<file path="src/rtl/sipo_ctrl.sv">
// Frame controller for an external SIPO shifter.
// It detects a start bit, enables WIDE shift edges, checks the stop bit and hands the word to a valid/ready consumer.
module sipo_ctrl #(
  parameter int WIDE = 4
) (
  input  logic            clk,
  input  logic            reset,
  input  logic            en,
  input  logic            din,
  output logic            shift_en,
  input  logic [WIDE-1:0] sipo_q,
  output logic [WIDE-1:0] data_out,
  output logic            valid,
  input  logic            ready,
  output logic            frame_err,
  output logic            overrun,
  output logic [7:0]      frame_cnt
);

  localparam int CW = (WIDE > 1) ? $clog2(WIDE) : 1;
  localparam logic [CW-1:0] LAST = CW'(WIDE - 1);

  typedef enum logic [1:0] {
    IDLE  = 2'd0,
    SHIFT = 2'd1,
    LOAD  = 2'd2
  } state_t;

  state_t          state_reg;
  logic [CW-1:0]   cnt_reg;
  logic            shift_en_reg;
  logic [WIDE-1:0] data_out_reg;
  logic            valid_reg;
  logic            frame_err_reg;
  logic            overrun_reg;
  logic [7:0]      frame_cnt_reg;
  logic            capture;

  // A good stop bit while still enabled is the only path that produces a word.
  assign capture = (state_reg == LOAD) && en && !din;

  always_ff @(posedge clk or negedge reset) begin
    if (!reset) begin
      state_reg     <= IDLE;
      cnt_reg       <= '0;
      shift_en_reg  <= 1'b0;
      data_out_reg  <= '0;
      valid_reg     <= 1'b0;
      frame_err_reg <= 1'b0;
      overrun_reg   <= 1'b0;
      frame_cnt_reg <= 8'd0;
    end else begin
      frame_err_reg <= 1'b0;

      case (state_reg)
        IDLE: begin
          if (en && din) begin
            state_reg    <= SHIFT;
            cnt_reg      <= '0;
            shift_en_reg <= 1'b1;
          end
        end
        SHIFT: begin
          if (!en) begin
            state_reg    <= IDLE;
            cnt_reg      <= '0;
            shift_en_reg <= 1'b0;
          end else if (cnt_reg == LAST) begin
            state_reg    <= LOAD;
            cnt_reg      <= '0;
            shift_en_reg <= 1'b0;
          end else begin
            cnt_reg <= cnt_reg + CW'(1);
          end
        end
        LOAD: begin
          state_reg <= IDLE;
          if (en && din) frame_err_reg <= 1'b1;
        end
        default: begin
          state_reg    <= IDLE;
          cnt_reg      <= '0;
          shift_en_reg <= 1'b0;
        end
      endcase

      // An accept on the capture edge frees the slot, so the new word may load.
      if (capture) begin
        if (valid_reg && !ready) begin
          overrun_reg <= 1'b1;
        end else begin
          data_out_reg  <= sipo_q;
          valid_reg     <= 1'b1;
          frame_cnt_reg <= frame_cnt_reg + 8'd1;
        end
      end else if (valid_reg && ready) begin
        valid_reg <= 1'b0;
      end
    end
  end

  assign shift_en  = shift_en_reg;
  assign data_out  = data_out_reg;
  assign valid     = valid_reg;
  assign frame_err = frame_err_reg;
  assign overrun   = overrun_reg;
  assign frame_cnt = frame_cnt_reg;

endmodule

</file>
<file path="config.mk">
export PLATFORM = sky130hd
export DESIGN_NAME = sipo_ctrl
export DESIGN_NICKNAME = d
export VERILOG_FILES = /design/src/rtl/sipo_ctrl.sv
export SDC_FILE = /design/constraint.sdc
export NUM_CORES = 1
export LEC_CHECK = 0
export BUFFER_PORTS_ARGS = -buffer_cell sky130_fd_sc_hd__buf_2
export CORE_ASPECT_RATIO = 1.25
export CORE_MARGIN = 2
export CORE_UTILIZATION = 55
export CTS_BUF_LIST = sky130_fd_sc_hd__clkbuf_4
export DETAILED_ROUTE_END_ITERATION = 10
export PLACE_DENSITY = 0.84
export SLEW_MARGIN = 20
export SYNTH_ARGS = -nofsm -noshare
export SYNTH_HDL_FRONTEND = slang
export SYNTH_SLANG_ARGS = --single-unit
</file>
<file path="constraint.sdc">
create_clock -name clk -period 2.45 [get_ports clk]
set_input_delay 0.49 -clock clk [delete_from_list [all_inputs] [get_ports clk]]
set_output_delay 0.49 -clock clk [all_outputs]
set_load 0.02 [all_outputs]
</file>
==> results.md, run 1 <==
- Max Freq: between 0.6 and 0.7 GHz
- Worst Path Max Fanout: 12
- Outcome: finished clean
- Share of cells above drive strength 1: 39.4%
- Slew Limit Fails: 0
- Cell area power density: approximately 510 nW/µm²
- Final instance area: around 1100 µm²
- Worst EP arrival: 1.77 ns
- Root Buffer: clkbuf_4
- Adder-Cell Fraction of Synth Area: under 10%
- Crit-path slowest cell: dfrtp_1
- Post-CTS setup buffer count: 0
- RSZ-0062 raised after global routing: false
- Endpoints failing hold: 0
- Post-route DRC violation count: 0
- Number of global-route vias before repair: ~650
- Placed cell area: ~1000 µm²
- Setup CP Type: reg -> reg
- DRT iter0 DRCs: 4
- Worst Hold Class: in -> async
- CTS tree: built
- Number of max-cap violations: 0
- Die ar.: between 2000 and 2500 µm²
- Routed len/inst: 13.5 µm
- Initial Util: between 50% and 60%
- YS warnings: 0
- Post-synthesis sequential area ratio: 54.1%
- Synth-to-Final Area Change: 15.4%
- Overflow after GRT: 0
- Drt total wl: approximately 1500 µm
- Slew margin rel.: 71.7%
- Final setup viols: 0
- Post-synth EDFFs: 0
- # clock sinks: 20
- Leak: between 0.0006 and 0.0007 µW
- CTS buffer count: 3
- # resized after CTS: 0
- Multiplexer share of the synthesized area: between 6 and 7%
- Num rows: 16
- Post-Synth XOR/XNOR Area: 8.25%
- Origin of the worst setup path: state_reg[0]
- IO Port Bufs: 24
- Setup tns final: 0 ns
- Endpoint class of the critical path: register
- Clk_lat worst skew: 0.29 ns
- Worst stage delay on the critical path: around 0.47 ns
- ANT nets after route: 0
- Worst slew pin tran: approximately 0.42 ns
- Async SR Flop Fraction: 100%
- GRT Overall Usage: 18.9%
- Synth Area in Compound Gates: approximately 4%
- CTS Hold Buffers Added: 0
- Worst R2R Start: state_reg[0]
- Clk buf depth: 2
- DR vias: between 500 and 600
- Nets@finish: 106
- Final min period: 1.59 ns
- Post-route clock skew: roughly 0.0058 ns
- Hold slack: around 0.11 ns
- Yosys reg bits: 20
- Width of the chip: between 40 and 50 µm
- GP Congestion: approximately 0.75
- CP Data Required Time: 2.63 ns
- I/O Pins: 25
- Mapped Cells: 68
- CTS HTree Levels: 1
- Largest net degree at the start of global routing: 21
- Vias/cell: approximately 5.3
- Mean Syn Cell Area: roughly 14 µm²
- Largest register FFs: 8
- Mapped Area: roughly 920 µm²
- Period utilization: 64.7%
- Top FF cell, synth: dfrtp_1
- Peak VDD IR: 0.393 mV
- Global-route wire length before repair: roughly 2600 µm
- Synth unique cells: 26
- CP cell instances: nand4bb_4, nor2b_4, mux2_1
- 1st-pass router iterations: 2
- Post-Synth Simple-Gate Area: 21.7%
- CP Launch Type: register
- Initial antenna violation count: 0
- Antenna diodes: 0
- Die Ht: 49.8 µm
- Post-Syn Nets: 79
- Clk slew on worst S/H paths: ~0.11 ns
- Placeable Area: approximately 1600 µm²
- Largest family of logic cells by synthesized area: simple AND/OR/NAND/NOR gates
==> synth_stat cells (2+ instances only) <==
master / instances / area, µm²
dfrtp_1: 20 / 500
mux2_2: 2 / 22.5
and3_1: 2 / 12.5
xnor2_2: 2 / 32.5
xnor2_1: 4 / 35.0
nand3_2: 2 / 20.0
nor2_1: 3 / 11.3
ha_1: 2 / 25.0
nand4_4: 2 / 42.5
nand2_1: 8 / 30.0
o21ai_0: 3 / 15.0
nand2b_1: 2 / 12.5
mux2_1: 3 / 33.8
==> where the power goes <==
| group | internal, µW | total, µW | switching (µW) | leakage, µW |
|---|---|---|---|---|
| combinational | 19.1 | 46.1 | 27.0 | 0.000324 |
| sequential | 340 | 350 | 9.84 | 0.000272 |
| clock | 59.3 | 153 | 93.3 | 0.0000154 |
==> critical path: cells and delay by family, from the launching register on <==
kind,cells,cell delay [ns]
and+or+nand+nor,2,0.63
muxes,1,0.37
DFF,1,0.47
==> final timing paths <==
path	cells after the start	slack, ns	to
min in group clk	2	0.41	data_out[1]
setup reg to reg	3	0.86	data_out[3]
max in group asynchronous	1	2.04	frame_cnt[5]
hold / removal	1	0.11	frame_cnt[0]
setup / recovery	3	0.86	data_out[3]
hold reg to reg	1	0.48	frame_cnt[7]
==> logic make-up after synthesis <==
group / Yosys count
AO/OA/AOI/OAI: 6
XOR/XNOR: 7
adder cells (fa/ha/maj): 2
buffers and inverters: 3
flip-flops: 20
multiplexers: 5
AND/OR/NAND/NOR: 25
==> through the flow <==
step	util (%)	instances	total power, µW	setup WS [ns]
4_1_cts	67.5	112	558	0.838
2_1_floorplan	-	68	382	0.981
6_report	67.5	112	549	0.864
3_5_place_dp	65.8	108	404	0.683
5_1_grt	67.5	112	580	0.756
3_3_place_gp	65.8	108	401	0.718
==> per-layer routing <==
metal	vias up	share of wire [%]	routed length [µm]	GRT usage, %
met3	4	6.3	96	2.70
met2	25	50	758	31.2
li1	286	-	-	-
met1	284	42	630	23.2
met4	0	1.8	28	8.33
met5	-	0	0	0
==> cells in the final DEF (no fill, tap or decap) <==
cell type,instances
a21oi_1,1
clkinv_1,1
o21bai_1,1
buf_2,24
mux2_1,3
nor2b_1,1
xor2_1,1
and3_1,2
and4b_1,1
nor2_1,3
xnor2_1,4
o32ai_1,1
nand4_4,2
nand4bb_4,1
ha_1,2
nand3_2,2
inv_1,1
nand3_1,1
clkbuf_4,3
nor2b_4,1
xnor2_2,2
mux2_2,2
o21ai_0,3
nand2b_1,2
nand2_1,8
dfrtp_1,20
and4_1,1
==> final cells by class <==
type,instances,area [µm²]
Clock buffer,3,22.5
Clock inverter,1,3.75
Fill cell,129,514
Inverter,1,3.75
Multi-Input combinational cell,45,394
Sequential cell,20,500
Tap cell,18,22.5
Timing Repair Buffer,24,120
(Power assumes the default switching activity.)
==> run 2, diff against run 1 <==
CORE_UTILIZATION = 53   (was 55)
PLACE_DENSITY = 0.81   (was 0.84)
clock period = 1.6 ns   (was 2.45 ns; I/O delays follow)
==> run 2 against run 1 <==
  * Sequential power rose by 52%
  * Wire length fell by 8.4%
  * Total power rose by 52%
  * Clock skew fell by 0.00056 ns
  * Critical path depth rose by 1
  * Global-route usage fell by 1.7 points
  * Maximum frequency rose by 18%
  * Cell area rose by 3.2%
  * Register-to-register slack got worse by 0.61 ns
  * Sequential share of layout area fell by 1.4 points
  * Via count did not move
  * Highest routed layer unchanged
==> results.md, run 2 (synthesis gave the netlist of run 1 again) <==
- Synth-to-Final Area Change: 19.1% (was 15.4%)
- Clk_lat worst skew: 0.29 ns (about the same)
- Period utilization: 84.3% (was 64.7%)
- Number of global-route vias before repair: 575 (was 646)
- Endpoint class of the critical path: register (unchanged)
- Leak: 0.000627 µW (was 0.000611 µW)
- ANT nets after route: 0 (unchanged)
- Final setup viols: 0 (unchanged)
- DP Wirelength: roughly 1100 µm
- Top Layer Used: met4 (unchanged)
- Max Freq: 0.742 GHz (was 0.631 GHz)
- Cell area power density: 757 nW/µm² (was 514 nW/µm²)
- Root Buffer: clkbuf_4 (unchanged)
- Drt total wl: 1390 µm (was 1510 µm)
- Share of cells above drive strength 1: 40.6% (was 39.4%)
- Post-route DRC violation count: 0 (unchanged)
- Largest register FFs: 8 (unchanged)
- 1st-pass router iterations: 2 (unchanged)
- DRT iter0 DRCs: 2 (was 4)
- Num rows: 16 (unchanged)
- Final min period: 1.35 ns (was 1.59 ns)
- Slew Limit Fails: 0 (unchanged)
- GRT Overall Usage: 17.2% (was 18.9%)
- DR vias: 599 (unchanged)
- Overflow after GRT: 0 (unchanged)
- Flop2flop setup slack: 0.25 ns (was 0.86 ns)
- Worst EP arrival: 1.53 ns (was 1.77 ns)
- Placeable Area: 1600 µm² (was 1580 µm²)
- # clock sinks: 20 (unchanged)
- Number of max-cap violations: 0 (unchanged)
- Routed wl met2: 715 µm (was 758 µm)
- Worst Hold Class: in -> reg (was in -> async)
- CTS buffer count: 3 (unchanged)
- Die ar.: 2100 µm² (was 2030 µm²)
- Routed len/inst: 12.2 µm (was 13.5 µm)
- Most common cell after layout, fill and taps aside: buf_2 (unchanged)
- Initial antenna violation count: 0 (unchanged)
- Worst Path Max Fanout: 12 (unchanged)
- Endpoints failing hold: 0 (unchanged)
- Setup CP Type: reg -> reg (unchanged)
- Routed metal-1 wire length: 589 µm (was 630 µm)
- Met3 routed WL: 52 µm (was 96 µm)
- CTS HTree Levels: 1 (unchanged)
- Post-CTS setup buffer count: 0 (unchanged)
- Vias/cell: 5.25 (was 5.35)
- Largest net degree at the start of global routing: 21 (unchanged)
- Initial Util: 57.7% (was 58.5%)
- CP Data Required Time: 1.78 ns (was 2.63 ns)
- Outcome: finished clean (unchanged)
- Width of the chip: 41.4 µm (was 40.7 µm)
- GP Congestion: 0.758 (was 0.755)
- Clk buf depth: 2 (unchanged)
- # resized after CTS: 0 (unchanged)
- Worst slew pin tran: 0.433 ns (was 0.424 ns)
- Nets@finish: 109 (was 106)
- Slew margin rel.: 71.1% (was 71.7%)
- CP Launch Type: register (unchanged)
- Antenna diodes: 0 (unchanged)
- Post-route clock skew: 0.00528 ns (was 0.00584 ns)
- RSZ-0062 raised after global routing: false (unchanged)
- IO Port Bufs: 24 (unchanged)
- CTS tree: built (unchanged)
- Global-route wire length before repair: 2430 µm (was 2620 µm)
- I/O Pins: 25 (unchanged)
- Hold slack: 0.239 ns (was 0.114 ns)
- Clk slew on worst S/H paths: 0.10 ns (was 0.11 ns)
- Leading cell types in the layout, fill and taps excluded: buf_2, dfrtp_1, nand2_1 (unchanged)
- Die Ht: 50.7 µm (was 49.8 µm)
- Peak VDD IR: 0.617 mV (was 0.393 mV)
- Setup tns final: 0 ns (unchanged)
- CTS Hold Buffers Added: 1 (was 0)
[run 2: cell types whose count changed in the layout (fill, tap and decap cells not counted)]
cell,previous run,this run
buf_12,0,1
dlygate4sd3_1,0,1
buf_4,0,1
clkinv_1,1,0
[run 2: worst max-delay path: stages (launching register included)]
cell and delay (ns):
dfrtp_1 0.39, nand4bb_4 0.22, nor2b_4 0.15, buf_12 0.15, mux2_2 0.34
[run 2: where the power goes]
| group | total (µW) | internal, µW | leakage, µW | switching (µW) |
|---|---|---|---|---|
| Combinational | 77.4 | 33.0 | 0.000341 | 44.4 |
| Clock | 224 | 87.5 | 0.0000138 | 136 |
| Sequential | 532 | 521 | 0.000272 | 11.3 |
[run 2: per-stage QoR]
| stage | cell area [µm²] | power (µW) | instances | worst slack, ns | util [%] |
|---|---|---|---|---|---|
| floorplan | 925 | 585 | 68 | 0.168 | - |
| global placement | 1070 | 617 | 110 | 0.172 | 66.7 |
| detailed placement | 1070 | 620 | 110 | 0.143 | 66.7 |
| CTS | 1100 | 846 | 114 | 0.241 | 68.8 |
| global route | 1100 | 874 | 114 | 0.195 | 68.8 |
| finish | 1100 | 834 | 114 | 0.251 | 68.8 |
[run 2: final timing paths]
kind                               from      endpoint  depth (start not counted)
hold / removal                sipo_q[2]   data_out[2]                          2
setup / recovery           state_reg[0]   data_out[0]                          4
min in group asynchronous         reset  frame_cnt[7]                          2
hold reg to reg            frame_cnt[7]  frame_cnt[7]                          1
max in group asynchronous         reset  frame_cnt[1]                          2
setup reg to reg           state_reg[0]   data_out[0]                          4
[run 2: routing by layer]
layer  vias up  GRT usage, %
li1        293             -
met1       289          21.2
met2        13          27.1
met3         4          2.65
met4         0          9.68
met5         -             0
[run 2: cell type report]
type / count / area (µm²)
Clock buffer: 3 / 22.5
Fill cell: 135 / 500
Inverter: 1 / 3.75
Multi-Input combinational cell: 45 / 394
Sequential cell: 20 / 500
Tap cell: 18 / 22.5
Timing Repair Buffer: 27 / 158
==> run 3, diff against run 2 <==
ABC_AREA = 1   (was unset)
clock period = 1.25 ns   (was 1.6 ns; I/O delays follow)
==> run 3 against run 2 <==
  * Global-route usage up 1.5 points
  * Die area increased by 3.2%
  * Sequential share of layout area decreased by 5.4 points
  * Via count grew 39%
  * Synthesized cell count up 60%
  * Cell area grew 14%
  * Maximum frequency grew 12%
  * First-iteration DRC count rose to 12 times the previous value
  * Final cell count rose by 46%
  * Highest routed layer unchanged
  * Synthesized area rose by 3.5%
  * Count of clock-buffer cells in the layout is the same
  * Worst setup slack lost 0.21 ns
  * Critical path type unchanged
==> results.md, run 3 <==
- Largest net degree at the start of global routing: 21 (unchanged)
- Max Freq: 0.829 GHz (was 0.742 GHz)
- Top FF cell, synth: dfrtp_1 (unchanged)
- Most common cell in the netlist: nand2_1 (was dfrtp_1)
- Die Ht: 51.5 µm (was 50.7 µm)
- Clk_lat worst skew: 0.30 ns (was 0.29 ns)
- Share of the synthesized area in the top cell type: 52.3% (was 54.1%)
- Num rows: 17 (was 16)
- DRT iter0 DRCs: 23 (was 2)
- Final worst setup slack: 0.0435 ns (was 0.251 ns)
- Root Buffer: clkbuf_4 (unchanged)
- Mean Syn Cell Area: 8.78 µm² (was 13.6 µm²)
- Setup tns final: 0 ns (unchanged)
- Worst Hold Class: in -> reg (unchanged)
- Drt total wl: 2060 µm (was 1390 µm)
- IO Port Bufs: 24 (unchanged)
- Setup CP Type: reg -> reg (unchanged)
- Synth unique cells: 16 (was 26)
- Area contributors post-synth: dfrtp_1, nand2_1, inv_1 (was dfrtp_1, nand4_4, xnor2_1)
- Leading cell types in the layout, fill and taps excluded: nand2_1, buf_2, dfrtp_1 (was buf_2, dfrtp_1, nand2_1)
- DR vias: 831 (was 599)
- Worst EP arrival: 1.41 ns (was 1.53 ns)
- Outcome: finished clean (unchanged)
- Post-place setup slack: 0.0326 ns (was 0.143 ns)
- Endpoints failing hold: 0 (unchanged)
- Mapped Cells: 109 (was 68)
- Worst Path Max Fanout: 4 (was 12)
- Peak VDD IR: 0.911 mV (was 0.617 mV)
- Final setup viols: 0 (unchanged)
- Antenna diodes: 0 (unchanged)
- YS warnings: 0 (unchanged)
- Placeable Area: 1720 µm² (was 1600 µm²)
- Post-route clock skew: 0.00309 ns (was 0.00528 ns)
- Post-Syn Nets: 120 (was 79)
- Synth area leader: dfrtp_1 (unchanged)
- Die ar.: 2160 µm² (was 2100 µm²)
- Vias/cell: 4.98 (was 5.25)
- Width of the chip: 42.0 µm (was 41.4 µm)
- GP Congestion: 0.759 (was 0.758)
- Overflow after GRT: 0 (unchanged)
- CTS tree: built (unchanged)
- Clk buf depth: 2 (unchanged)
- CTS buffer count: 3 (unchanged)
- DP Wirelength: 1260 µm (was 1110 µm)
- Number of max-cap violations: 0 (unchanged)
- # clock sinks: 20 (unchanged)
- RSZ-0062 raised after global routing: true (was false)
- Slew margin rel.: 71.0% (was 71.1%)
- Largest register FFs: 8 (unchanged)
- Initial Util: 55.6% (was 57.7%)
- Final min period: 1.21 ns (was 1.35 ns)
- Period utilization: 96.5% (was 84.3%)
- CTS HTree Levels: 1 (unchanged)
- Post-synthesis sequential area ratio: 52.3% (was 54.1%)
- I/O Pins: 25 (unchanged)
- Synth top cells by count: nand2_1, dfrtp_1, inv_1 (was dfrtp_1, nand2_1, xnor2_1)
- Nets@finish: 160 (was 109)
- Routed len/inst: 12.3 µm (was 12.2 µm)
- Post-synth EDFFs: 0 (unchanged)
- Post-route DRC violation count: 0 (unchanged)
- Cell area power density: 893 nW/µm² (was 757 nW/µm²)
- 1st-pass router iterations: 4 (was 2)
- Clk slew on worst S/H paths: 0.10 ns (about the same)
- Number of global-route vias before repair: 720 (was 575)
- Most common cell after layout, fill and taps aside: nand2_1 (was buf_2)
- Worst slew pin tran: 0.435 ns (was 0.433 ns)
- Global-route wire length before repair: 3010 µm (was 2430 µm)
- Leak: 0.000701 µW (was 0.000627 µW)
- CP Data Required Time: 1.46 ns (was 1.78 ns)
- GRT Overall Usage: 18.7% (was 17.2%)
- Slew Limit Fails: 0 (unchanged)
- CP Launch Type: register (unchanged)
- Yosys reg bits: 20 (unchanged)
- Initial antenna violation count: 0 (unchanged)
- Synth-to-Final Area Change: 31.1% (was 19.1%)
- Async SR Flop Fraction: 100% (unchanged)
- Endpoint class of the critical path: register (unchanged)
- Mapped Area: 957 µm² (was 925 µm²)
- ANT nets after route: 0 (unchanged)
- Share of cells above drive strength 1: 39.2% (was 40.6%)
## run 3: cell count changes after synthesis, sizes merged, moves of 2 or more
| cell | change |
|---|---|
| xnor2 | -2 |
| nor2 | +5 |
| nor2b | -2 |
| inv | +13 |
| nand2 | +37 |
| nand2b | -2 |
| nand3 | +6 |
| and3 | -2 |
| mux2 | -5 |
## run 3: what timing repair did
action	4_1_cts	5_1_grt
setup endpoints to repair	1	12
pin swaps	0	7
gates resized for setup	1	14
buffers inserted	0	9
endpoints found under the hold margin	20	0
hold buffers	1	0
cloned	0	1
## run 3: worst max-delay path, stage by stage (launching register included)
cell and delay [ns]:
dfrtp_1 0.42, buf_4 0.13, nand3_1 0.15, nor2_1 0.21
nand2_1 0.07, nand2_1 0.06, nand2_1 0.05
## run 3: final cells by class
class                      count  area [µm²]
sequential                    20         503
clock buffer                   3        22.5
fill                         118         468
clock inverter                 1        3.75
multi-input combinational     75         437
inverter                      14        52.6
tap                           19        23.8
timing repair buffer          35         213
## run 3: cells by family after synthesis
logic type | count (synthesis) | share of synthesized area [%]
and+or+nand+nor | 63 | 31.4
DFF | 20 | 52.3
buffers and inverters | 15 | 6.67
AOI/OAI and AO/OA | 4 | 2.35
xor gates and xnor gates | 4 | 3.66
adders and majority gates | 2 | 2.61
muxes | 1 | 1.05
## run 3: final timing paths
kind / start / end / slack (ns) / cells after the start
worst max-delay path: frame_cnt[0] / frame_cnt[5] / 0.04 / 6
worst min-delay path: sipo_q[2] / data_out[2] / 0.13 / 3
worst max register to register: frame_cnt[0] / frame_cnt[5] / 0.04 / 6
worst min register to register: shift_en / shift_en / 0.49 / 2
max in group asynchronous: reset / frame_cnt[2] / 0.52 / 2
min in group asynchronous: reset / state_reg[1] / 0.40 / 2
## run 3: power by group
group          internal (µW)  switching [µW]
clock                    117             195
combinational           45.4            72.9
sequential               672            18.9
total                    834             287
## run 3: through the flow
step | cell area, µm² | cells | total power (µW) | utilization (%) | hold WS, ns
floorplan | 957 | 109 | 763 | - | -0.0456
global placement | 1100 | 152 | 808 | 63.7 | 0.215
global route | 1250 | 167 | 1190 | 72.8 | 0.133
finish | 1250 | 167 | 1120 | 72.8 | 0.133
detailed placement | 1100 | 152 | 813 | 63.7 | 0.219
CTS | 1140 | 157 | 1110 | 65.9 | 0.141
## run 3: per-layer routing
metal | wire length [µm] | vias to the layer above | GRT usage, %
li1 | - | 413 | -
met1 | 880 | 387 | 23.2
met2 | 1030 | 27 | 30.7
met3 | 98 | 4 | 3.13
met4 | 48 | 0 | 10.9
met5 | 0 | - | 0
